==> src/rtl/ff_mb_xfer_sched.sv <==
// Shares one multi-bit CDC flag/data synchronizer among N_REQ source requesters.
// Define FF_MB_SCHED_RR_EN for round-robin arbitration; the default build is fixed priority.
module ff_mb_xfer_sched #(
    parameter int DATA_W = 16,
    parameter int N_REQ  = 2,
    parameter int GAP    = 3,
    localparam int TAG_W = $clog2(N_REQ)
) (
    input  logic                      src_clk,
    input  logic                      src_rst_n,
    input  logic [N_REQ-1:0]          i_req,
    input  logic [N_REQ*DATA_W-1:0]   i_data,
    output logic [N_REQ-1:0]          o_ack,
    output logic                      o_xfer_req,
    output logic [TAG_W+DATA_W-1:0]   o_xfer_data,
    output logic                      o_busy
);

    localparam int CW = $clog2(GAP + 1);

    typedef enum logic [1:0] {
        IDLE,
        ISSUE,
        HOLD
    } state_t;

    state_t           state;
    logic [CW-1:0]    gap_cnt;
    logic [TAG_W-1:0] win;

`ifdef FF_MB_SCHED_RR_EN
    logic [TAG_W-1:0] last;
    logic             found;
    int               idx;

    // Search starts just past the last grant so every requester gets a turn.
    always_comb begin
        win   = '0;
        found = 1'b0;
        idx   = 0;
        for (int i = 1; i <= N_REQ; i++) begin
            idx = (int'(last) + i) % N_REQ;
            if (!found && i_req[idx]) begin
                win   = TAG_W'(idx);
                found = 1'b1;
            end
        end
    end
`else
    always_comb begin
        win = '0;
        for (int i = N_REQ - 1; i >= 0; i--) begin
            if (i_req[i]) begin
                win = TAG_W'(i);
            end
        end
    end
`endif

    always_ff @(posedge src_clk) begin
        if (!src_rst_n) begin
            state       <= IDLE;
            gap_cnt     <= '0;
            o_xfer_req  <= 1'b0;
            o_ack       <= '0;
            o_xfer_data <= '0;
            o_busy      <= 1'b0;
`ifdef FF_MB_SCHED_RR_EN
            last        <= TAG_W'(N_REQ - 1);
`endif
        end else begin
            o_xfer_req <= 1'b0;
            o_ack      <= '0;
            unique case (state)
                IDLE: begin
                    if (|i_req) begin
                        state       <= ISSUE;
                        o_xfer_req  <= 1'b1;
                        o_ack       <= N_REQ'(1) << win;
                        o_xfer_data <= {win, i_data[int'(win)*DATA_W +: DATA_W]};
                        o_busy      <= 1'b1;
`ifdef FF_MB_SCHED_RR_EN
                        last        <= win;
`endif
                    end
                end
                ISSUE: begin
                    state   <= HOLD;
                    gap_cnt <= CW'(GAP - 2);
                end
                HOLD: begin
                    // Requests seen here are ignored; the gap protects the synchronizer.
                    if (gap_cnt <= CW'(1)) begin
                        state   <= IDLE;
                        gap_cnt <= '0;
                        o_busy  <= 1'b0;
                    end else begin
                        gap_cnt <= gap_cnt - 1'b1;
                    end
                end
                default: begin
                    state <= IDLE;
                end
            endcase
        end
    end

endmodule

==> config.mk <==
export PLATFORM = sky130hd
export DESIGN_NAME = ff_mb_xfer_sched
export DESIGN_NICKNAME = d
export VERILOG_FILES = /design/src/rtl/ff_mb_xfer_sched.sv
export SDC_FILE = /design/constraint.sdc
export NUM_CORES = 1
export LEC_CHECK = 0
export BUFFER_PORTS_ARGS = -buffer_cell sky130_fd_sc_hd__buf_2
export CAP_MARGIN = 15
export CELL_PAD_IN_SITES_DETAIL_PLACEMENT = 0
export CELL_PAD_IN_SITES_GLOBAL_PLACEMENT = 1
export CORE_AREA = 2 2 62 64
export DETAILED_ROUTE_END_ITERATION = 12
export DIE_AREA = 0 0 64 66
export PLACE_DENSITY = 0.89
export SLEW_MARGIN = 40
export SYNTH_ARGS = -nofsm -noshare
export SYNTH_HDL_FRONTEND = slang
export SYNTH_SLANG_ARGS = --single-unit
export TNS_END_PERCENT = 100
==> constraint.sdc <==
create_clock -name src_clk -period 2.2 [get_ports src_clk]
set_input_delay 0.11 -clock src_clk [delete_from_list [all_inputs] [get_ports src_clk]]
set_output_delay 0.11 -clock src_clk [all_outputs]
set_load 0.05 [all_outputs]
**After elaboration in Yosys (flattened, before gate mapping)**

Index checks and enable logic that the tools add are counted.

- Memory bits (read-only): 0
- Latch bits: 0
- Memories: 0
- Output and inout bits: 21
- Logic and storage cells: 34
- Register bits: 25
- Memory bits (writable): 0

- $add $sub $neg: 1
- Reduce and logical (&&, ||, !) cells: 9
- Bitwise operators: 0
- Multipliers: 0
- Shift operators: 2
- Mux-type cells: 11
- Divide/modulo/power cells: 0
- Eq/ne operators: 4
- $lt $le $gt $ge: 1

Operator list:

| operator | number |
|---|---|
| 32-bit by 6-bit variable part select with 16-bit output | 1 |
| 2-bit 2-to-1 mux | 3 |
| 2-bit case mux with 3 select lines | 1 |
| 2-bit AND reduction | 3 |
| 3-bit AND reduction | 2 |
| 1-bit 2-to-1 mux | 5 |
| 2-bit != test (second input constant) | 2 |
| 2-bit case mux with 2 select lines | 1 |
| 2-bit nonzero test | 2 |
| 2-bit by 1-bit equality test with 1-bit output (second input constant) | 1 |
| 2-bit equality test (second input constant) | 1 |
| 2-bit by 1-bit less-or-equal comparator with 1-bit output (second input constant) | 1 |
| 2-bit logical NOT | 1 |
| 1-bit case mux with 2 select lines | 1 |
| 2-bit OR reduction | 1 |
| 1-bit by 1-bit left shift with 2-bit output (first input constant) | 1 |
| 2-bit by 1-bit subtractor with 2-bit output (second input constant) | 1 |

**Depth between registers and ports, before layout**

- Word-level depth: 3
- Depth in mapped cells: 7
- Mapped depth without buffers: 5

**Worst setup path after synthesis**

Ideal clock, no wire load.

- Kind: register to register
- Start: register state[0]
- End: register o_busy
- Path buffers: 0
- Arrival: 1.194 ns
- Library setup time: 0.072 ns
- Setup slack: 0.934 ns
- Stages on the path, launching flop included: 6
- Path through: dfxtp_1 inv_1 ha_1 nor3b_1 a211oi_1 mux2i_1

- Cells in the longest elaborated chain, start to end: 3
- Elaborated cells between the ends (all ways): 7
- Classes of those cells: eq/ne: 3; mux: 1; reduce/logical: 3

RTL lines:

| what | line | text |
|---|---|---|
| start: declaration | 27 | `state_t state;` |
| start signal: assignment | 62 | `state <= IDLE;` |
| start signal: assignment | 77 | `state <= ISSUE;` |
| start signal: assignment | 88 | `state <= HOLD;` |
| 2-bit equality test or 2-bit logical NOT (tied branches) | 74 | `unique case (state)` |
| 2-bit != test (no line) or 2-bit nonzero test (tied branches) | -- |  |
| 3-bit AND reduction (no line) | -- |  |
| end signal: assignment | 67 | `o_busy <= 1'b0;` |
| end signal: assignment | 81 | `o_busy <= 1'b1;` |
| end signal: assignment | 96 | `o_busy <= 1'b0;` |
| end: declaration | 16 | `output logic o_busy` |

Several ways; a longest one is shown, not always the timed one.
A chain may end at the register's enable or synchronous reset.

**Worst setup path after layout**

- Start: register state[0]
- End: register o_xfer_data[4]

- Cells in the longest elaborated chain, start to end: 2

RTL lines:

| what | line | text |
|---|---|---|
| 2-bit logical NOT | 74 |  |
| 2-bit AND reduction (no line) | -- |  |
| end signal: assignment | 80 | `o_xfer_data <= {win, i_data[int'(win)*DATA_W +: DATA_W]};` |
| end: declaration | 15 | `output logic [TAG_W+DATA_W-1:0] o_xfer_data,` |

No other way between the ends.

==> flow_summary.yaml <==
run_status:
  outcome: "finished, final reports clean"
yosys:
  syn_nets: 174
  ys_seq_elements: 25
  synthCells: 134
  syn_avg_cell_area_um2: 8.74
  ys_seq_area_share_pct: 42.7
  yosys_warnings: 0
  synth_cell_types: 25
  synth_area_mm2: 0.00117
clocking:
  clock-sinks: 25
  cts_setup_buffers: 0
  cts_resized: 0
  postCtsHoldBufs: 0
  path_clk_slew_ns: 0.14
  cts_root_buf: "clkbuf_4"
  clkLatencyLatePin_ns: 0.31
  cts_made_buffers: 3
  tritoncts: "built"
  cts_buffer_depth: 2
  htreeDepth: 1
floorplanning:
  die_h_um: 66
  initial_core_util_pct: 33.0
  die_w_um: 64
  io_pins: 57
  dieArea_mm2: 0.00422
  core_mm2: 0.00355
  placementRows: 22
finish:
  final_layout_size_suffix_gt1_share_pct: 39.5
  diodes: 0
  final_nets: 226
  num-fill-cells: 378
  syn_to_final_growth_pct: 23.6
place:
  dp_hpwl_um: 1930
  io_buffers: 56
  gp_congestion: 0.686
  pre_cts_ws_ns: 0.630
pwr:
  ir_drop_v: 0.000287
  leakagePower_uw: 0.000690
  power_density_mw_per_mm2: 800
global_routing:
  grt_pass1_wl_um: 4120
  antenna_found_initial: 0
  overflow: 0
  grt_pass1_vias: 933
  grt_usage_pct: 12.4
  grt_max_degree: 29
critical_path:
  cp_top_family: "compound AO/OA/AOI/OAI gates"
  worst-path-buf-inv: 2
  critPathMaxStageDelay_ns: 0.35
  crit_path_end_kind: "flip-flop"
  critPathArrivalTime_ns: 1.84
  required_ns: 2.46
  path_class: "flip-flop to flip-flop"
  cp_slowest_cell: "dfxtp_1"
  crit_fanout: 20
  crit_path_start_kind: "flip-flop"
  path_cells: "inv_1, ha_1, o21a_1, buf_4, o21ai_1, a31oi_1"
routing:
  routed_via_density: 4.49
  vias: 1046
  drt-initial-drc-count: 16
  post_drt_wl_per_cell_um: 11.0
  ant_nets: 0
  dr.pass1.iters: 4
  drt_wl_total_um: 2560
  drc: 0
sta:
  finalSetupViolCount: 0
  setup_tns_ns: 0
  drv_slew: 0
  period_minus_slack_ns: 1.59
  fmax_mhz: 630
  fin_worst_skew_ns: 0.00259
  worst_pin_slew_ns: 0.697
  finalHoldViolations: 0
  fin_ws_ns: 0.613
  grt_setup_unrepaired: "false"
  post-route-period-util_pct: 72.1
  maxSlewHeadroom_pct: 53.3
run:
  cap_violations: 0
worst_hold_path:
  hold_class: "input port to flip-flop"
path summary, 6_finish.rpt:
kind                                 endpoint                     from  slack [ns]  cells after the start
setup / recovery  o_xfer_data[4]$_SDFFE_PN0P_    state[0]$_SDFFE_PN0P_        0.61                      6
hold reg to reg       gap_cnt[1]$_SDFFE_PN0P_  gap_cnt[0]$_SDFFE_PN0P_        0.48                      2
hold / removal    o_xfer_data[3]$_SDFFE_PN0P_               i_data[19]        0.03                      3
setup reg to reg  o_xfer_data[4]$_SDFFE_PN0P_    state[0]$_SDFFE_PN0P_        0.61                      6
cell usage after synthesis, drive strengths merged:
master	count	share of area [%]
nor2b	2	1.3
inv	2	0.64
nand3	1	0.43
nand2	39	12
mux2i	3	2.6
a21oi	2	0.85
a211oi	1	0.64
ha	4	4.3
a31oi	17	9.1
o21a	1	0.64
o21ai	18	11
and3	2	1.1
and2	1	0.53
nor2	1	0.32
buf	10	8.7
clkbuf	1	0.64
nand2b	3	1.6
dfxtp	25	43
nor3b	1	0.64
power by group:
part,switching (uW),internal [uW]
sequential,31.0,508
clock,139,69.3
combinational,290,120
tightest hold or removal path: stages:
cell	delay, ns
buf_2	0.10
nand2_1	0.04
a31oi_1	0.06
layer usage:
metal	part of all wire [%]	up-vias	global-route usage (%)
li1	-	559	-
met1	44	468	14.5
met2	53	17	22.3
met3	2.6	2	1.70
met4	0.98	0	5.71
met5	0	-	0
sequential cells by signal, summed over array words and instances, names as in the netlist:
signal and flops:
o_ack 2, o_xfer_req 1, state 2, o_xfer_data 17, o_busy 1, gap_cnt 2
cells by family (layout without fill, tap and decap cells):
group           count (synthesis)  count (layout)  synth area share, %
simple gates                   50              50                 18.4
buf+inv                        13              64                 9.94
fa+ha+maj                       4               4                 4.27
compound gates                 39              39                 22.1
flops                          25              25                 42.7
mux                             3               3                 2.56
through the flow:
stage	hold WS (ns)	power [uW]	cells	instance area, um2	utilization (%)
3_3_place_gp	0.372	961	229	1420	39.9
5_1_grt	0.00745	1230	233	1450	40.8
2_1_floorplan	0.260	885	134	1170	-
3_5_place_dp	0.374	964	229	1420	39.9
6_report	0.0271	1160	233	1450	40.8
4_1_cts	0.0105	1170	233	1450	40.8
placed cells by master, fill, tap and decap left out:
cell type   Yosys  routed
o21ai_2        10      10
dfxtp_1        25      25
buf_4           2       2
o21ai_0         5       5
o21a_1          1       1
nor2b_2         1       1
mux2i_1         3       3
o21ai_1         3       3
a21oi_1         2       2
and2_1          1       1
nand2_1        39      39
a211oi_1        1       1
clkinvlp_4      0       1
buf_2           2      56
nand2b_1        3       3
nor3b_1         1       1
ha_1            4       4
inv_1           2       2
nor2b_1         1       1
clkbuf_4        1       3
a31oi_1        17      17
nand3_1         1       1
and3_1          2       2
nor2_1          1       1
layout make-up:
cell class	instances	area, um2	area share, %
timing repair buffer	58	295	20.4
multi-input combinational	96	554	38.3
clock inverter	1	7.51	0.519
tap	48	60.1	4.15
clock buffer	3	22.5	1.56
sequential	25	500	34.6
inverter	2	7.51	0.519
Power figures use the tool's default switching activity.
